===== src/rtl/cache_mem_arbiter.sv =====
`default_nettype none
// ============================================================================
//  Module      : cache_mem_arbiter
//  Description : Round-robin line-burst arbiter sharing one memory port
//                between the instruction cache (0) and data cache (1).
//  Revision    : 1.0 - initial release
// ============================================================================
module cache_mem_arbiter #(
    parameter int BURST   = 4,
    parameter int MEM_LAT = 2
) (
    input  logic        clk,
    input  logic        rst,
    input  logic        req0,
    input  logic        req1,
    input  logic        we0,
    input  logic        we1,
    input  logic [31:0] addr0,
    input  logic [31:0] addr1,
    input  logic [31:0] wdata0,
    input  logic [31:0] wdata1,
    output logic        gnt0,
    output logic        gnt1,
    output logic        wack0,
    output logic        wack1,
    output logic        rvalid0,
    output logic        rvalid1,
    output logic [31:0] rdata,
    output logic        done0,
    output logic        done1,
    output logic        mem_ren,
    output logic        mem_wen,
    output logic [31:0] mem_addr,
    output logic [31:0] mem_din,
    input  logic [31:0] mem_dout
);

    localparam int            CW        = $clog2(BURST) + 1;
    localparam logic [CW-1:0] LAST      = CW'(BURST - 1);
    localparam logic [31:0]   LINE_MASK = ~(32'(BURST * 4) - 32'd1);

    typedef enum logic [1:0] {
        IDLE = 2'd0,
        RD   = 2'd1,
        WR   = 2'd2
    } state_t;

    state_t             state;
    state_t             state_nxt;
    logic               grant_id;
    logic               owner;
    logic               last_srv;
    logic [31:0]        base;
    logic [CW-1:0]      issue_cnt;
    logic [CW-1:0]      ret_cnt;
    logic [MEM_LAT-1:0] vpipe;
    logic               rv;
    logic [31:0]        rdata_q;
    logic               issuing;
    logic               wr_act;
    logic               wr_last;
    logic               last_ret;
    logic               done;
    logic               busy;

    // BURST is a power of two, so the counter MSB marks "all words issued".
    assign issuing  = (state == RD) && !issue_cnt[CW-1];
    assign wr_act   = (state == WR);
    assign wr_last  = wr_act && (issue_cnt == LAST);
    assign last_ret = (state == RD) && rv && (ret_cnt == LAST);
    assign done     = wr_last || last_ret;
    assign busy     = (state != IDLE);

    always_comb begin
        state_nxt = state;
        grant_id  = (req0 && req1) ? ~last_srv : req1;
        case (state)
            IDLE: begin
                if (req0 || req1) begin
                    state_nxt = (grant_id ? we1 : we0) ? WR : RD;
                end
            end
            RD:      if (last_ret) state_nxt = IDLE;
            WR:      if (wr_last)  state_nxt = IDLE;
            default: state_nxt = IDLE;
        endcase
    end

    always_ff @(posedge clk or negedge rst) begin
        if (!rst) begin
            state <= IDLE;
        end else begin
            state <= state_nxt;
        end
    end

    always_ff @(posedge clk or negedge rst) begin
        if (!rst) begin
            owner     <= 1'b0;
            last_srv  <= 1'b1;
            base      <= '0;
            issue_cnt <= '0;
            ret_cnt   <= '0;
            vpipe     <= '0;
            rv        <= 1'b0;
            rdata_q   <= '0;
        end else begin
            // Each stage marks a read still in flight in the memory pipeline.
            vpipe <= (vpipe << 1) | MEM_LAT'(issuing);
            rv    <= vpipe[MEM_LAT-1];
            if (vpipe[MEM_LAT-1]) begin
                rdata_q <= mem_dout;
            end
            if ((state == IDLE) && (state_nxt != IDLE)) begin
                owner     <= grant_id;
                base      <= (grant_id ? addr1 : addr0) & LINE_MASK;
                issue_cnt <= '0;
                ret_cnt   <= '0;
            end else begin
                if (issuing || wr_act) begin
                    issue_cnt <= issue_cnt + 1'b1;
                end
                if (rv) begin
                    ret_cnt <= ret_cnt + 1'b1;
                end
            end
            if (done) begin
                last_srv <= owner;
            end
        end
    end

    assign gnt0     = busy && !owner;
    assign gnt1     = busy &&  owner;
    assign wack0    = wr_act && !owner;
    assign wack1    = wr_act &&  owner;
    assign rvalid0  = rv && !owner;
    assign rvalid1  = rv &&  owner;
    assign done0    = done && !owner;
    assign done1    = done &&  owner;
    assign rdata    = rdata_q;
    assign mem_ren  = issuing;
    assign mem_wen  = wr_act;
    assign mem_addr = (issuing || wr_act) ? (base + (32'(issue_cnt) << 2)) : '0;
    assign mem_din  = wr_act ? (owner ? wdata1 : wdata0) : '0;

endmodule
`default_nettype wire


===== config.mk =====
export PLATFORM = sky130hd
export DESIGN_NAME = cache_mem_arbiter
export DESIGN_NICKNAME = d
export VERILOG_FILES = /design/src/rtl/cache_mem_arbiter.sv
export SDC_FILE = /design/constraint.sdc
export NUM_CORES = 1
export LEC_CHECK = 0
export BUFFER_PORTS_ARGS = -buffer_cell sky130_fd_sc_hd__buf_2
export CORE_MARGIN = 8
export CORE_UTILIZATION = 30
export CTS_CLUSTER_DIAMETER = 60
export DETAILED_ROUTE_END_ITERATION = 10
export HOLD_SLACK_MARGIN = 0.05
export PLACE_DENSITY = 0.68
export SYNTH_ARGS = -nofsm -noshare
export SYNTH_HDL_FRONTEND = slang
export SYNTH_SLANG_ARGS = --single-unit

===== constraint.sdc =====
create_clock -name clk -period 2.65 [get_ports clk]
set_input_delay 0.53 -clock clk [delete_from_list [all_inputs] [get_ports clk]]
set_output_delay 0.53 -clock clk [all_outputs]
set_load 0.005 [all_outputs]

==> flow_summary_export.csv <==
group,metric,value,unit
setup_path,crit_chain,"ha_4 > ha_4 > and4_4 > buf_6 > nand3_2 > or3_1 > a21oi_1 > buf_2",
cells_and_area,fin_cells,892,
grt,overflow,0,
flow_run,maxCapViolations,0,
status,status,"finished, final reports clean",
setup_path,crit_arrival,2090,ps
die,start_util,0.303,
cts,cts_tree,"done",
logic_synthesis,yosys.area.top_type_share,0.413,
place,port_buffers,261,
logic_synthesis,synth-seq-cells,73,
die,die_w,137,um
setup_path,required,2120,ps
logic_synthesis,synthArstFlopShare,1.00,
cts,clkLatencyLatePin,330,ps
routing,ant_nets,0,
logic_synthesis,synth_edf_count,0,
routing,wl_per_cell,16.4,um
logic_synthesis,synth_cells,443,
place,dp.cells,867,
setup_path,cp_top_family,"simple AND/OR/NAND/NOR gates",
routing,wl,14.6,mm
power,power_density,1110,nW/um^2
cts,numCtsBuffers,9,
place,dp_hpwl,11.7,mm
cells_and_area,nets,875,
cts,clock-sinks,73,
cts,cts-root-buf,"clkbuf_16",
routing,drtIter0Drc,113,
setup_path,critPathLaunchType,"flop",
timing,worst_hold_slack,133,ps
grt,grt_pass1_vias,4409,
logic_synthesis,syn_avg_cell_area,9.84,sq um
setup_path,crit_path_frequent_cell,"ha_4",
cells_and_area,area_delta_synth_final,44.7,%
cells_and_area,n_antenna_cell,0,
grt,grt_pass1_wl,21.9,mm
timing,setup_viol,0,
routing,routed-via-count,4264,
die,io_pins,272,
setup_path,path_class,"flop to primary output",
die,num_rows,44,
routing,post-route-drc-count,0,
timing,drv_slew,0,
cells_and_area,drive_gt1_frac,0.514,
timing,finalHoldViolCount,0,
setup_path,crit_buf_inv,2,
setup_path,cpPeakStageDelay,390,ps
timing,fmax,382,MHz
timing,rsz0062_at_grt,"true",
grt,grt_max_degree,44,
power,p_leak,3.16,nW
grt,antenna_found_initial,0,
grt,grt_usage,0.149,
setup_path,crit_path_end_kind,"primary output",
logic_synthesis,yosysTopAreaCell,"dfrtp_1",
logic_synthesis,synth_area,4360,sq um
min_path,worstHoldPathType,"input pin to async pin",
logic_synthesis,ys_top_cells_by_area,"dfrtp_1 41%, mux2i_1 14%, mux2_2 9.0%",
place,gp_congestion,0.797,
routing,dr.pass1.iters,4,
cts,cts_htree_levels,3,
timing,period_minus_slack,2620,ps
cts,path_clk_slew,60,ps
logic_synthesis,synth_common_cells,"79 x nor2_1, 72 x dfrtp_1, 63 x mux2i_1",
power,ir_drop,0.551,mV
logic_synthesis,synthFlopType,"dfrtp_1",
routing,via_per_inst,4.78,
setup_path,cpMaxStageDelayCell,"dfrtp_1",
die,core_area,14400,sq um
timing,fin_crit_sh,0.987,
timing,tightest_slew,541,ps
die,die_h,137,um
logic_synthesis,yosysMostFrequentCell,"nor2_1",
setup_path,cp_max_fo,6,
logic_synthesis,synth_cell_types,46,
die,dieArea,18600,sq um
cts,clock_path_buffers,2,
timing,fin_worst_skew,6.42,ps
timing,slew_headroom,0.639,
logic_synthesis,yosysSeqAreaShare,0.419,
logic_synthesis,yosysWarnings,0,
[cell usage in the layout (no fill, tap or decap), drive strengths merged, types with 4 or more instances in the layout]
cell / netlist / routed
mux2i: 63 / 63
nor2b: 10 / 10
dfrtp: 72 / 72
nand4: 8 / 8
mux2: 35 / 35
a21oi: 41 / 41
or3: 9 / 9
clkbuf: 10 / 9
ha: 6 / 6
buf: 26 / 284
and2: 4 / 4
and4: 6 / 6
nand2: 12 / 12
o21ai: 9 / 9
nor2: 80 / 80
o31ai: 4 / 4
or4: 5 / 5
nand3: 8 / 8
xor2: 9 / 9
[routing by layer]
layer	vias up	wire length, um	part of all wire	GRT usage
met1	1989	5460	0.37	0.155
li1	2081	-	-	-
met2	174	7550	0.52	0.278
met3	20	1280	0.087	0.0385
met5	-	0	0	0
met4	0	320	0.022	0.0586
[stage by stage]
step           setup WS [ps]  area [sq um]   util  total power, mW  TNS (ps)
6_report                34.0          6310  0.439             7.00         0
5_1_grt                -95.2          6310  0.439             7.57      -295
4_1_cts                0.845          6240  0.434             7.03         0
3_5_place_dp             129          5850  0.407             5.76         0
3_3_place_gp             157          5850  0.407             5.68         0
2_1_floorplan            314          4360      -             4.25         0
[flip-flops by register name, indices dropped and copies added, names as in the netlist]
name,count
base,28
issue_cnt,3
last_srv,1
owner,1
rdata,32
ret_cnt,3
rv,1
state,2
vpipe,2
[repair_timing]
item | 4_1_cts | 5_1_grt
buffers inserted | 8 | 1
pin swaps | 6 | 10
hold buffers | 0 | 0
setup endpoints to repair | 11 | 14
resized for setup | 9 | 15
[kinds of logic after synthesis]
kind of cell,count (synthesis),synth area share
flops,73,0.419
mux,98,0.235
compound gates,62,0.0789
fa+ha+maj,6,0.0172
simple gates,152,0.175
other cells,1,0.000860
xor+xnor,12,0.0241
buf+inv,39,0.0499
[final cells by class]
class / instances / area [sq um]
clock buffer: 9 / 225
clock inverter: 7 / 71.3
fill: 1423 / 8060
inverter: 3 / 11.3
multi-input combinational: 332 / 2410
sequential: 73 / 1840
tap: 184 / 230
timing repair buffer: 284 / 1530
[where the power goes]
group,internal (mW),switching [mW]
clock network,0.726,0.463
registers,1.69,0.473
logic,1.81,1.85
total,4.22,2.78
[final timing paths]
check	startpoint	end	slack (ps)	cells past startpoint
max	base[4]	mem_addr[28]	30	8
min	rst	base[26]	130	1
max reg2reg	state[1]	state[1]	820	5
min reg2reg	vpipe[0]	vpipe[1]	350	0
max in group asynchronous	rst	last_srv	1890	2
min in group clk	vpipe[0]	vpipe[1]	350	0
Power figures use the tool's default switching activity.
